===== src/rtl/dr_pkg.sv =====
// Shared types and constants for the DR bus sequencer.
// Latency: n/a (declarations only).
// Backpressure: n/a.
package dr_pkg;

    typedef enum logic [2:0] {
        ST_IDLE,
        ST_SETUP,
        ST_LATCH,
        ST_HOLD,
        ST_DONE
    } state_t;

    // Bit of the captured byte that routes it to the command output
    localparam int   CMD_BIT       = 7;
    // Level at which EDR/ECR enable the DR outputs
    localparam logic OE_ACTIVE_LOW = 1'b0;
    // Width of the hold counter, covers HOLD_CYCLES up to 15
    localparam int   HOLD_W        = 4;

endpackage


===== src/rtl/rr_arbiter.sv =====
// Round-robin arbiter: picks the first requester after ptr, wrapping to 0.
// Latency: purely combinational.
// Backpressure: none; en=0 forces gnt=0 and vld=0.
// Ports: req (request vector), ptr (index of last grant), en (grant enable),
//        gnt (one-hot winner), vld (a winner exists).
module rr_arbiter #(
    parameter int N_REQ = 3
) (
    input  logic [N_REQ-1:0]                       req,
    input  logic [((N_REQ > 1) ? $clog2(N_REQ) : 1)-1:0] ptr,
    input  logic                                   en,
    output logic [N_REQ-1:0]                       gnt,
    output logic                                   vld
);

    always_comb begin
        gnt = '0;
        vld = 1'b0;
        if (en) begin
            // First pass: lowest requester strictly above the pointer
            for (int i = 0; i < N_REQ; i++) begin
                if (!vld && req[i] && (i > int'(ptr))) begin
                    gnt[i] = 1'b1;
                    vld    = 1'b1;
                end
            end
            // Second pass: wrap around, lowest index wins
            for (int i = 0; i < N_REQ; i++) begin
                if (!vld && req[i]) begin
                    gnt[i] = 1'b1;
                    vld    = 1'b1;
                end
            end
        end
    end

endmodule


===== src/rtl/dr_bus_sequencer.sv =====
// Arbitrates N_REQ requesters onto the DR write path and sequences IDR/EDR/ECR/EAR.
// Latency: grant registered one cycle after REQ is sampled; one transfer every 3+HOLD_CYCLES cycles.
// Backpressure: requests wait (level REQ) until the FSM is IDLE or DONE and they win round-robin.
// Ports: CLK/RST; REQ, DIN, ADDR per requester; GNT, DONE, BUSY status;
//        DBUS/DBUS_OE data path; IDR, EDR, ECR, EAR DR strobes. All outputs registered.
module dr_bus_sequencer
    import dr_pkg::*;
#(
    parameter int N_REQ       = 3,
    parameter int HOLD_CYCLES = 2
) (
    input  logic               CLK,
    input  logic               RST,
    input  logic [N_REQ-1:0]   REQ,
    input  logic [8*N_REQ-1:0] DIN,
    input  logic [N_REQ-1:0]   ADDR,
    output logic [N_REQ-1:0]   GNT,
    output logic               DONE,
    output logic               BUSY,
    output logic [7:0]         DBUS,
    output logic               DBUS_OE,
    output logic               IDR,
    output logic               EDR,
    output logic               ECR,
    output logic               EAR
);

    localparam int PW = (N_REQ > 1) ? $clog2(N_REQ) : 1;

    state_t            state_q, state_nxt;
    logic [PW-1:0]     ptr_q;
    logic [HOLD_W-1:0] cnt_q;
    logic              addr_q;

    logic              arb_en;
    logic [N_REQ-1:0]  win;
    logic              win_vld;
    logic [7:0]        win_din;
    logic              win_addr;
    logic [PW-1:0]     win_idx;

    logic [7:0]        dbus_d;
    logic              addr_d;
    logic [N_REQ-1:0]  gnt_d;
    logic              done_d, busy_d, oe_d, idr_d, edr_d, ecr_d, ear_d;

    assign arb_en = (state_q == ST_IDLE) || (state_q == ST_DONE);

    rr_arbiter #(.N_REQ(N_REQ)) u_arb (
        .req (REQ),
        .ptr (ptr_q),
        .en  (arb_en),
        .gnt (win),
        .vld (win_vld)
    );

    // Winner's byte, address flag and index
    always_comb begin
        win_din  = '0;
        win_addr = 1'b0;
        win_idx  = '0;
        for (int i = 0; i < N_REQ; i++) begin
            if (win[i]) begin
                win_din  = DIN[8*i +: 8];
                win_addr = ADDR[i];
                win_idx  = PW'(i);
            end
        end
    end

    // Capture happens only on a grant; otherwise the transfer keeps its own copy
    assign dbus_d = win_vld ? win_din  : DBUS;
    assign addr_d = win_vld ? win_addr : addr_q;

    // State register plus capture, pointer and hold counter
    always_ff @(posedge CLK or posedge RST) begin
        if (RST) begin
            state_q <= ST_IDLE;
            ptr_q   <= PW'(N_REQ - 1);
            cnt_q   <= '0;
            addr_q  <= 1'b0;
        end else begin
            state_q <= state_nxt;
            addr_q  <= addr_d;
            if (win_vld) begin
                ptr_q <= win_idx;
            end
            if (state_q == ST_LATCH) begin
                cnt_q <= HOLD_W'(HOLD_CYCLES - 1);
            end else if ((state_q == ST_HOLD) && (cnt_q != '0)) begin
                cnt_q <= cnt_q - 1'b1;
            end
        end
    end

    // Next-state logic
    always_comb begin
        state_nxt = state_q;
        case (state_q)
            ST_IDLE, ST_DONE: state_nxt = win_vld ? ST_SETUP : ST_IDLE;
            ST_SETUP:         state_nxt = ST_LATCH;
            ST_LATCH:         state_nxt = ST_HOLD;
            ST_HOLD:          if (cnt_q == '0) state_nxt = ST_DONE;
            default:          state_nxt = ST_IDLE;
        endcase
    end

    // Output decode from the next state so every output leaves a flop
    always_comb begin
        gnt_d  = win;
        done_d = 1'b0;
        busy_d = (state_nxt != ST_IDLE);
        oe_d   = 1'b0;
        idr_d  = 1'b0;
        edr_d  = ~OE_ACTIVE_LOW;
        ecr_d  = ~OE_ACTIVE_LOW;
        ear_d  = 1'b0;
        case (state_nxt)
            ST_SETUP: oe_d = 1'b1;
            ST_LATCH: begin
                oe_d  = 1'b1;
                idr_d = 1'b1;
            end
            ST_HOLD: begin
                // Captured byte's top bit selects command vs data output
                if (dbus_d[CMD_BIT]) begin
                    ecr_d = OE_ACTIVE_LOW;
                end else begin
                    edr_d = OE_ACTIVE_LOW;
                end
                ear_d = addr_d;
            end
            ST_DONE:  done_d = 1'b1;
            default:  ;
        endcase
    end

    always_ff @(posedge CLK or posedge RST) begin
        if (RST) begin
            GNT     <= '0;
            DONE    <= 1'b0;
            BUSY    <= 1'b0;
            DBUS    <= 8'h00;
            DBUS_OE <= 1'b0;
            IDR     <= 1'b0;
            EDR     <= ~OE_ACTIVE_LOW;
            ECR     <= ~OE_ACTIVE_LOW;
            EAR     <= 1'b0;
        end else begin
            GNT     <= gnt_d;
            DONE    <= done_d;
            BUSY    <= busy_d;
            DBUS    <= dbus_d;
            DBUS_OE <= oe_d;
            IDR     <= idr_d;
            EDR     <= edr_d;
            ECR     <= ecr_d;
            EAR     <= ear_d;
        end
    end

endmodule


===== config.mk =====
export PLATFORM = sky130hd
export DESIGN_NAME = dr_bus_sequencer
export DESIGN_NICKNAME = d
export VERILOG_FILES = /design/src/rtl/dr_pkg.sv /design/src/rtl/rr_arbiter.sv /design/src/rtl/dr_bus_sequencer.sv
export SDC_FILE = /design/constraint.sdc
export NUM_CORES = 1
export LEC_CHECK = 0
export ABC_AREA = 1
export CORE_MARGIN = 2
export CORE_UTILIZATION = 43
export DETAILED_ROUTE_END_ITERATION = 12
export PLACE_DENSITY = 0.8
export SLEW_MARGIN = 0
export SYNTH_ARGS = -nofsm -noshare
export SYNTH_HDL_FRONTEND = slang
export SYNTH_SLANG_ARGS = --single-unit

===== constraint.sdc =====
create_clock -name CLK -period 1.8 [get_ports CLK]
set_input_delay 0.18 -clock CLK [delete_from_list [all_inputs] [get_ports CLK]]
set_output_delay 0.18 -clock CLK [all_outputs]
set_load 0.005 [all_outputs]

==> results by group, run 1 <==
STA
  • Tcrit/Tclk final: 86.7%
  • Final hold vios: 0
  • Hold Slack: 0.208 ns
  • Fmax: 641 MHz
  • Min Tclk post-route: 1.56 ns
  • Clk_skew: 0.00405 ns
  • Worst slew pin tran: 0.406 ns
  • RSZ-0062 raised after global routing: false
  • Final Slew Violations: 0
  • Worst slew margin: 72.9%
  • Post-Route Setup TNS: 0 ns
  • Setup violators final: 0

Worst setup path
  • Setup crit start kind: flip-flop
  • Worst endpoint required time: 2.03 ns
  • Cell Chain, Critical Path: inv_1 > ha_1 > nand3_2 > nand2_2 > o21ai_4 > inv_4 > nand2_2 > nor2_2 > o21ai_2
  • CP arrival: 1.79 ns
  • CP max stage delay: 0.41 ns
  • Kind of critical path: reg2reg
  • Worst Setup End Kind: flip-flop
  • Max FO, Critical Path: 8
  • CP max stage cell: dfrtp_1
  • Most used cell, CP: nand2_2
  • Crit path buffers/inverters: 2
  • Top Family by Delay on Critical Path: simple AND/OR/NAND/NOR gates

Clock tree
  • H-tree Lvls: 1
  • Post-CTS setup buffer count: 0
  • Clk root buf: clkbuf_4
  • Post-CTS sizing: 0
  • CTS Sinks: 28
  • CTS Buf Count: 3
  • Clock slew at reported path FFs: 0.14 ns
  • Clock latency on the worst-skew pair: 0.32 ns
  • Clk buf depth: 2
  • Cts hold-fix bufs: 0
  • CTS tree: built

Synthesis
  • Post-synth EDFFs: 0
  • Post-synth top area cell: dfrtp_1
  • FF+latch count, synth: 28
  • Largest cells by area after synthesis: dfrtp_1 49%, nand2_1 12%, dfstp_2 6.1%, nand4_1 5.4%, inv_1 4.1%
  • Syn Nets: 174
  • Post-synthesis sequential area ratio: 54.8%
  • Async SR Flop Fraction: 100%
  • Top_reg_cell synth: dfrtp_1
  • Mapped Cells: 141
  • Synth Warn #: 0
  • Commonest cells post-synth: 41 x nand2_1, 25 x dfrtp_1, 14 x inv_1
  • Syn Area/Cell: 9.11 um^2
  • Distinct cell type count after synthesis: 28
  • Synth Cell Area: 1280 um^2
  • Cell with the most instances after synthesis: nand2_1
  • Top cell type's share of synthesized area: 48.7%

Drt
  • Residual DRC: 1
  • DRT antenna net count: 0
  • DRT iter0 DRCs: 31
  • Via/cell ratio: 5.14
  • Via count: 1,166
  • DR WL/cell: 13.1 um
  • First-pass DRT Iterations: 8
  • Drt total wl: 2980 um

GRT
  • Total GRT Usage: 19.6%
  • Initial antenna violation count: 0
  • First-pass GRT wire length: 5110 um
  • Largest net degree at the start of global routing: 29
  • Vias in the first global route: 1,224
  • Global route total overflow: 0

Pwr
  • Max rail drop VDD: 0.550 mV
  • Leak: 0.000849 uW
  • PwrDens: 1460 nW/um^2

Flow run
  • Max cap viols: 0

Floorplan
  • Core Rows: 19
  • Die H: 58.7 um
  • Initial Util: 45.8%
  • Core Region: 2810 um^2
  • Die ar.: 3440 um^2
  • Horiz. Die Dim: 58.7 um
  • I/O pin cnt: 50

Cells and area
  • Area grow syn2layout: 44.4%
  • # diodes: 0
  • Share of post-route cells with drive strength above 1: 14.8%
  • Final net count: 230

Worst hold path
  • Hold Crit Class: in2async

Run status
  • Status: finished, violations left
  • Violated checks: design-rule violations

Placed design
  • Detailed placement HPWL: 2360 um
  • GPL Wtd Cong: 0.740
  • Port bufs: 49
flip-flops by register name, summed over array words and instances (netlist names):
| register | count |
|---|---|
| BUSY | 1 |
| DBUS | 8 |
| DBUS_OE | 1 |
| DONE | 1 |
| EAR | 1 |
| ECR | 1 |
| EDR | 1 |
| GNT | 3 |
| IDR | 1 |
| addr_q | 1 |
| cnt_q | 4 |
| ptr_q | 2 |
| state_q | 3 |
cell type report:
type | instances | area [um^2]
inverter | 21 | 82.6
sequential | 28 | 704
fill | 239 | 950
multi-input combinational | 92 | 498
timing repair buffer | 51 | 505
tap | 31 | 38.8
clock buffer | 4 | 26.3
worst register-to-register path, stage by stage, from the launching register on:
cell	delay, ns
dfrtp_1	0.41
inv_1	0.10
ha_1	0.22
nand3_2	0.14
nand2_2	0.15
o21ai_4	0.12
inv_4	0.08
nand2_2	0.05
nor2_2	0.14
o21ai_2	0.07
power by group:
| part | switching [uW] | internal (uW) | leakage (uW) | total (uW) |
|---|---|---|---|---|
| Combinational | 766 | 658 | 0.000483 | 1420 |
| Sequential | 127 | 901 | 0.000351 | 1030 |
| Clock | 174 | 86.9 | 0.0000150 | 261 |
routing by layer:
layer	vias to the layer above	share of wire (%)	wire length, um	global-route usage [%]
li1	568	-	-	-
met1	542	40	1200	23.1
met2	52	51	1530	35.2
met3	4	7.2	214	4.18
met4	0	1.0	30	7.14
met5	-	0	0	0
cells by family (layout without fill, tap and decap cells):
| kind of cell | count (synthesis) | after routing | synth area share, % |
|---|---|---|---|
| adder cells (fa/ha/maj) | 1 | 1 | 0.974 |
| AO/OA/AOI/OAI | 11 | 11 | 6.43 |
| XOR/XNOR | 2 | 2 | 1.36 |
| flip-flops | 28 | 28 | 54.8 |
| AND/OR/NAND/NOR | 78 | 78 | 30.0 |
| buffers and inverters | 21 | 76 | 6.43 |
path summary, 6_finish.rpt:
path	from	slack, ns	depth (start not counted)	endpoint
setup / recovery	cnt_q[0]$_DFFE_PP0P_	0.24	9	BUSY$_DFF_PP0_
hold / removal	RST	0.21	3	DBUS_OE$_DFF_PP0_
setup reg to reg	cnt_q[0]$_DFFE_PP0P_	0.24	9	BUSY$_DFF_PP0_
hold reg to reg	state_q[2]$_DFF_PP0_	0.46	1	IDR$_DFF_PP0_
max in group asynchronous	RST	1.29	3	ECR$_DFF_PP1_
min in group CLK	DIN[13]	0.40	3	DBUS[5]$_DFFE_PP0N_
cells in the final DEF, fill, tap and decap left out, drive strengths merged:
cell type	count
a21oi	1
buf	2
clkbuf	4
clkdlybuf4s50	49
clkinv	1
dfrtp	25
dfstp	3
ha	1
inv	20
nand2	46
nand3	11
nand4	11
nor2	8
nor3	1
o211ai	1
o21ai	5
o21bai	1
o22ai	3
or2	1
xnor2	1
xor2	1
per-stage QoR:
stage,setup WS (ns),instances,cell area [um^2],util [%],total power [uW]
after detailed placement,0.126,223,1830,65.2,2470
after global routing,0.0788,227,1860,66.1,2940
after global placement,0.268,223,1830,65.2,2400
after floorplan,0.455,141,1280,-,1880
after CTS,0.245,227,1860,66.1,2730
final,0.240,227,1860,66.1,2710
Power figures use the tool's default switching activity.
==> inputs of run 2 (changes only) <==
- CORE_MARGIN: 2 -> unset
- CORE_UTILIZATION: 43 -> 46
- PLACE_DENSITY: 0.8 -> 0.85
- SETUP_SLACK_MARGIN: unset -> 0.5
- clock period: 1.8 -> 1.9 ns (I/O delays scaled with it)
==> results by group, run 2 (synthesized netlist as in run 1, its figures left out) <==
Run status
  • Status: finished, final reports clean

Clock tree
  • H-tree Lvls: 1 (unchanged)
  • Clk root buf: clkbuf_4
  • Clk buf depth: 2 (unchanged)
  • Cts hold-fix bufs: 0 (unchanged)
  • Clock latency on the worst-skew pair: 0.32 ns (about the same)
  • CTS Buf Count: 3 (unchanged)
  • CTS tree: built
  • Clock slew at reported path FFs: 0.15 ns (about the same)
  • CTS Sinks: 28 (unchanged)

Drt
  • First-pass DRT Iterations: 4 (-4)
  • Via count: 1,262 (+8.2%)
  • Highest routed layer: met4
  • Post-Route M1 WL: 1340 um (+12%)
  • DR WL/cell: 15.3 um (+16%)
  • Met3 WL: 238 um (+11%)
  • DRT iter0 DRCs: 32 (+3.2%)
  • Drt total wl: 3570 um (+20%)
  • WL met2: 1940 um (+27%)
  • Residual DRC: 0 (-1)
  • DRT antenna net count: 0 (unchanged)
  • Via/cell ratio: 5.39 (+5.0%)

Worst setup path
  • Max FO, Critical Path: 8 (unchanged)
  • CP max stage delay: 0.58 ns (+0.17 ns)
  • Worst endpoint required time: 2.16 ns (+0.13 ns)
  • Top Family by Delay on Critical Path: flip-flops
  • Kind of critical path: reg2reg
  • Crit path buffers/inverters: 2 (unchanged)
  • Reg2Reg Setup Slack: 0.49 ns (+0.25 ns)
  • Worst Setup End Kind: flip-flop
  • Worst path depth: 7 (-2)
  • Cell Chain, Critical Path: inv_2 > nand3_4 > nand3_4 > nor2_4 > buf_12 > nand2_1 > nand4_1
  • CP max stage cell: dfstp_2
  • Worst reg2reg path depth: 7 (-2)
  • Most used cell, CP: nand3_4
  • CP arrival: 1.67 ns (-0.12 ns)
  • Setup crit start kind: flip-flop

Floorplan
  • Horiz. Die Dim: 54.9 um (-6.5%)
  • Die ar.: 3010 um^2 (-13%)
  • Core Region: 2570 um^2 (-8.5%)
  • Core Rows: 18 (-1)
  • Die H: 54.9 um (-6.5%)
  • I/O pin cnt: 50 (unchanged)
  • Initial Util: 50.0% (+4.2 points)

GRT
  • Total GRT Usage: 23.7% (+4.1 points)
  • Largest net degree at the start of global routing: 29 (unchanged)
  • First-pass GRT wire length: 5000 um (-2.2%)
  • Vias in the first global route: 1,166 (-4.7%)
  • Global route total overflow: 0 (unchanged)
  • Initial antenna violation count: 0 (unchanged)

Cells and area
  • Most frequent cells in the layout: 35 x nand2_1, 30 x clkdlybuf4s50_1, 25 x dfrtp_1
  • Share of post-route cells with drive strength above 1: 24.0% (+9.2 points)
  • Final net count: 238 (+3.5%)
  • Regs by FF count: DBUS (8), cnt_q (4)
  • # diodes: 0 (unchanged)
  • Area grow syn2layout: 60.8%
  • Commonest non-fill, non-tap cell in the layout: nand2_1
  • Fill count: 152 (-36%)
  • Largest reg by FF count: DBUS
  • Max FFs per register: 8 (unchanged)
  • Post-route core utilization: 80.5% (+14 points)

Pwr
  • Net switching power: 1160 uW (+9.1%)
  • Tot Pwr: 2910 uW (+7.4%)
  • Cell-internal power: 1750 uW (+6.3%)
  • Clock Power Share: 13.4% (+3.8 points)
  • Combinational Power Share: 53.7% (+1.2 points)
  • Sw frac: 39.9% (+0.62 points)
  • Leak: 0.00108 uW (+27%)
  • PwrDens: 1410 nW/um^2 (-3.5%)
  • Reg power frac: 32.9% (-5.0 points)
  • Max rail drop VDD: 1.05 mV (+90%)

STA
  • RSZ-0062 raised after global routing: true
  • Worst slew pin tran: 0.341 ns (-0.0653 ns)
  • Worst slew margin: 77.3% (+4.4 points)
  • Post-Route Setup TNS: 0 ns (unchanged)
  • Min Tclk post-route: 1.41 ns (-0.154 ns)
  • Clk_skew: 0.00480 ns (+0.000748 ns)
  • Tcrit/Tclk final: 74.0% (-13 points)
  • Final hold vios: 0 (unchanged)
  • Final Slew Violations: 0 (unchanged)
  • Final WS setup: 0.493 ns (+0.254 ns)
  • Setup violators final: 0 (unchanged)
  • Hold Slack: 0.240 ns (+0.0322 ns)
  • Fmax: 711 MHz (+11%)

Placed design
  • GPL Wtd Cong: 0.737 (-0.42%)
  • Placement Setup Slack: 0.220 ns (+0.0943 ns)
  • Port bufs: 49 (unchanged)
  • Detailed placement HPWL: 2350 um (-0.45%)

Worst hold path
  • Hold Crit Class: in2async

Flow run
  • Max cap viols: 0 (unchanged)
[run 2: cell count changes in the layout (fill, tap and decap cells not counted), moves of 2 or more]
cell	delta
clkdlybuf4s50_1	-19
dlymetal6s2s_1	+11
dlygate4sd2_1	+8
buf_4	+6
nand2_1	-6
nand2_2	+5
nand3_4	+4
inv_4	+3
a21oi_4	+2
inv_1	-2
nand3_1	-2
nand3_2	-2
[run 2: power groups by stage]
| stage | clock, uW | combinational (uW) | sequential (uW) |
|---|---|---|---|
| 6_report | 389 | 1560 | 959 |
| 5_1_grt | 418 | 1710 | 989 |
| 2_1_floorplan | 0 | 805 | 980 |
| 4_1_cts | 389 | 1440 | 959 |
| 3_3_place_gp | 0 | 1290 | 974 |
| 3_5_place_dp | 0 | 1350 | 976 |
[run 2: what timing repair did]
item / in CTS / in global routing
endpoints found under the hold margin: 0 / 0
gates cloned: 1 / 0
setup endpoints to repair: 21 / 25
pin swaps: 4 / 7
resized for setup: 16 / 25
setup buffers: 3 / 5
[run 2: per-layer routing]
metal | global-route usage, % | vias up
met4 | 5.56 | 0
met1 | 27.6 | 610
met5 | 0 | -
li1 | - | 586
met3 | 5.83 | 6
met2 | 43.0 | 60
[run 2: metrics by stage]
stage          area, um^2  instances
2_1_floorplan        1280        141
3_3_place_gp         1820        221
3_5_place_dp         1820        221
4_1_cts              1940        229
5_1_grt              2070        234
6_report             2070        234
[run 2: cell type report]
class | count | area (um^2) | share of cell area, %
Clock buffer | 3 | 22.5 | 1.09
Clock inverter | 1 | 30.0 | 1.45
Inverter | 21 | 88.8 | 4.30
Multi-Input combinational cell | 93 | 594 | 28.8
Sequential cell | 28 | 704 | 34.1
Tap cell | 30 | 37.5 | 1.82
Timing Repair Buffer | 58 | 588 | 28.5
[run 2: final timing paths]
path,startpoint,to
min in group CLK,DIN[9],DBUS[1]$_DFFE_PP0N_
min,RST,BUSY$_DFF_PP0_
max in group asynchronous,RST,ECR$_DFF_PP1_
max,ptr_q[1]$_DFFE_PP1N_,DBUS[5]$_DFFE_PP0N_
max reg2reg,ptr_q[1]$_DFFE_PP1N_,DBUS[5]$_DFFE_PP0N_
min reg2reg,state_q[2]$_DFF_PP0_,IDR$_DFF_PP0_
[run 2: worst reg2reg max path, cell delays in order, from the launching register on]
cell and delay (ns):
dfstp_2 0.58, inv_2 0.09, nand3_4 0.13, nand3_4 0.08
nor2_4 0.16, buf_12 0.14, nand2_1 0.07, nand4_1 0.11
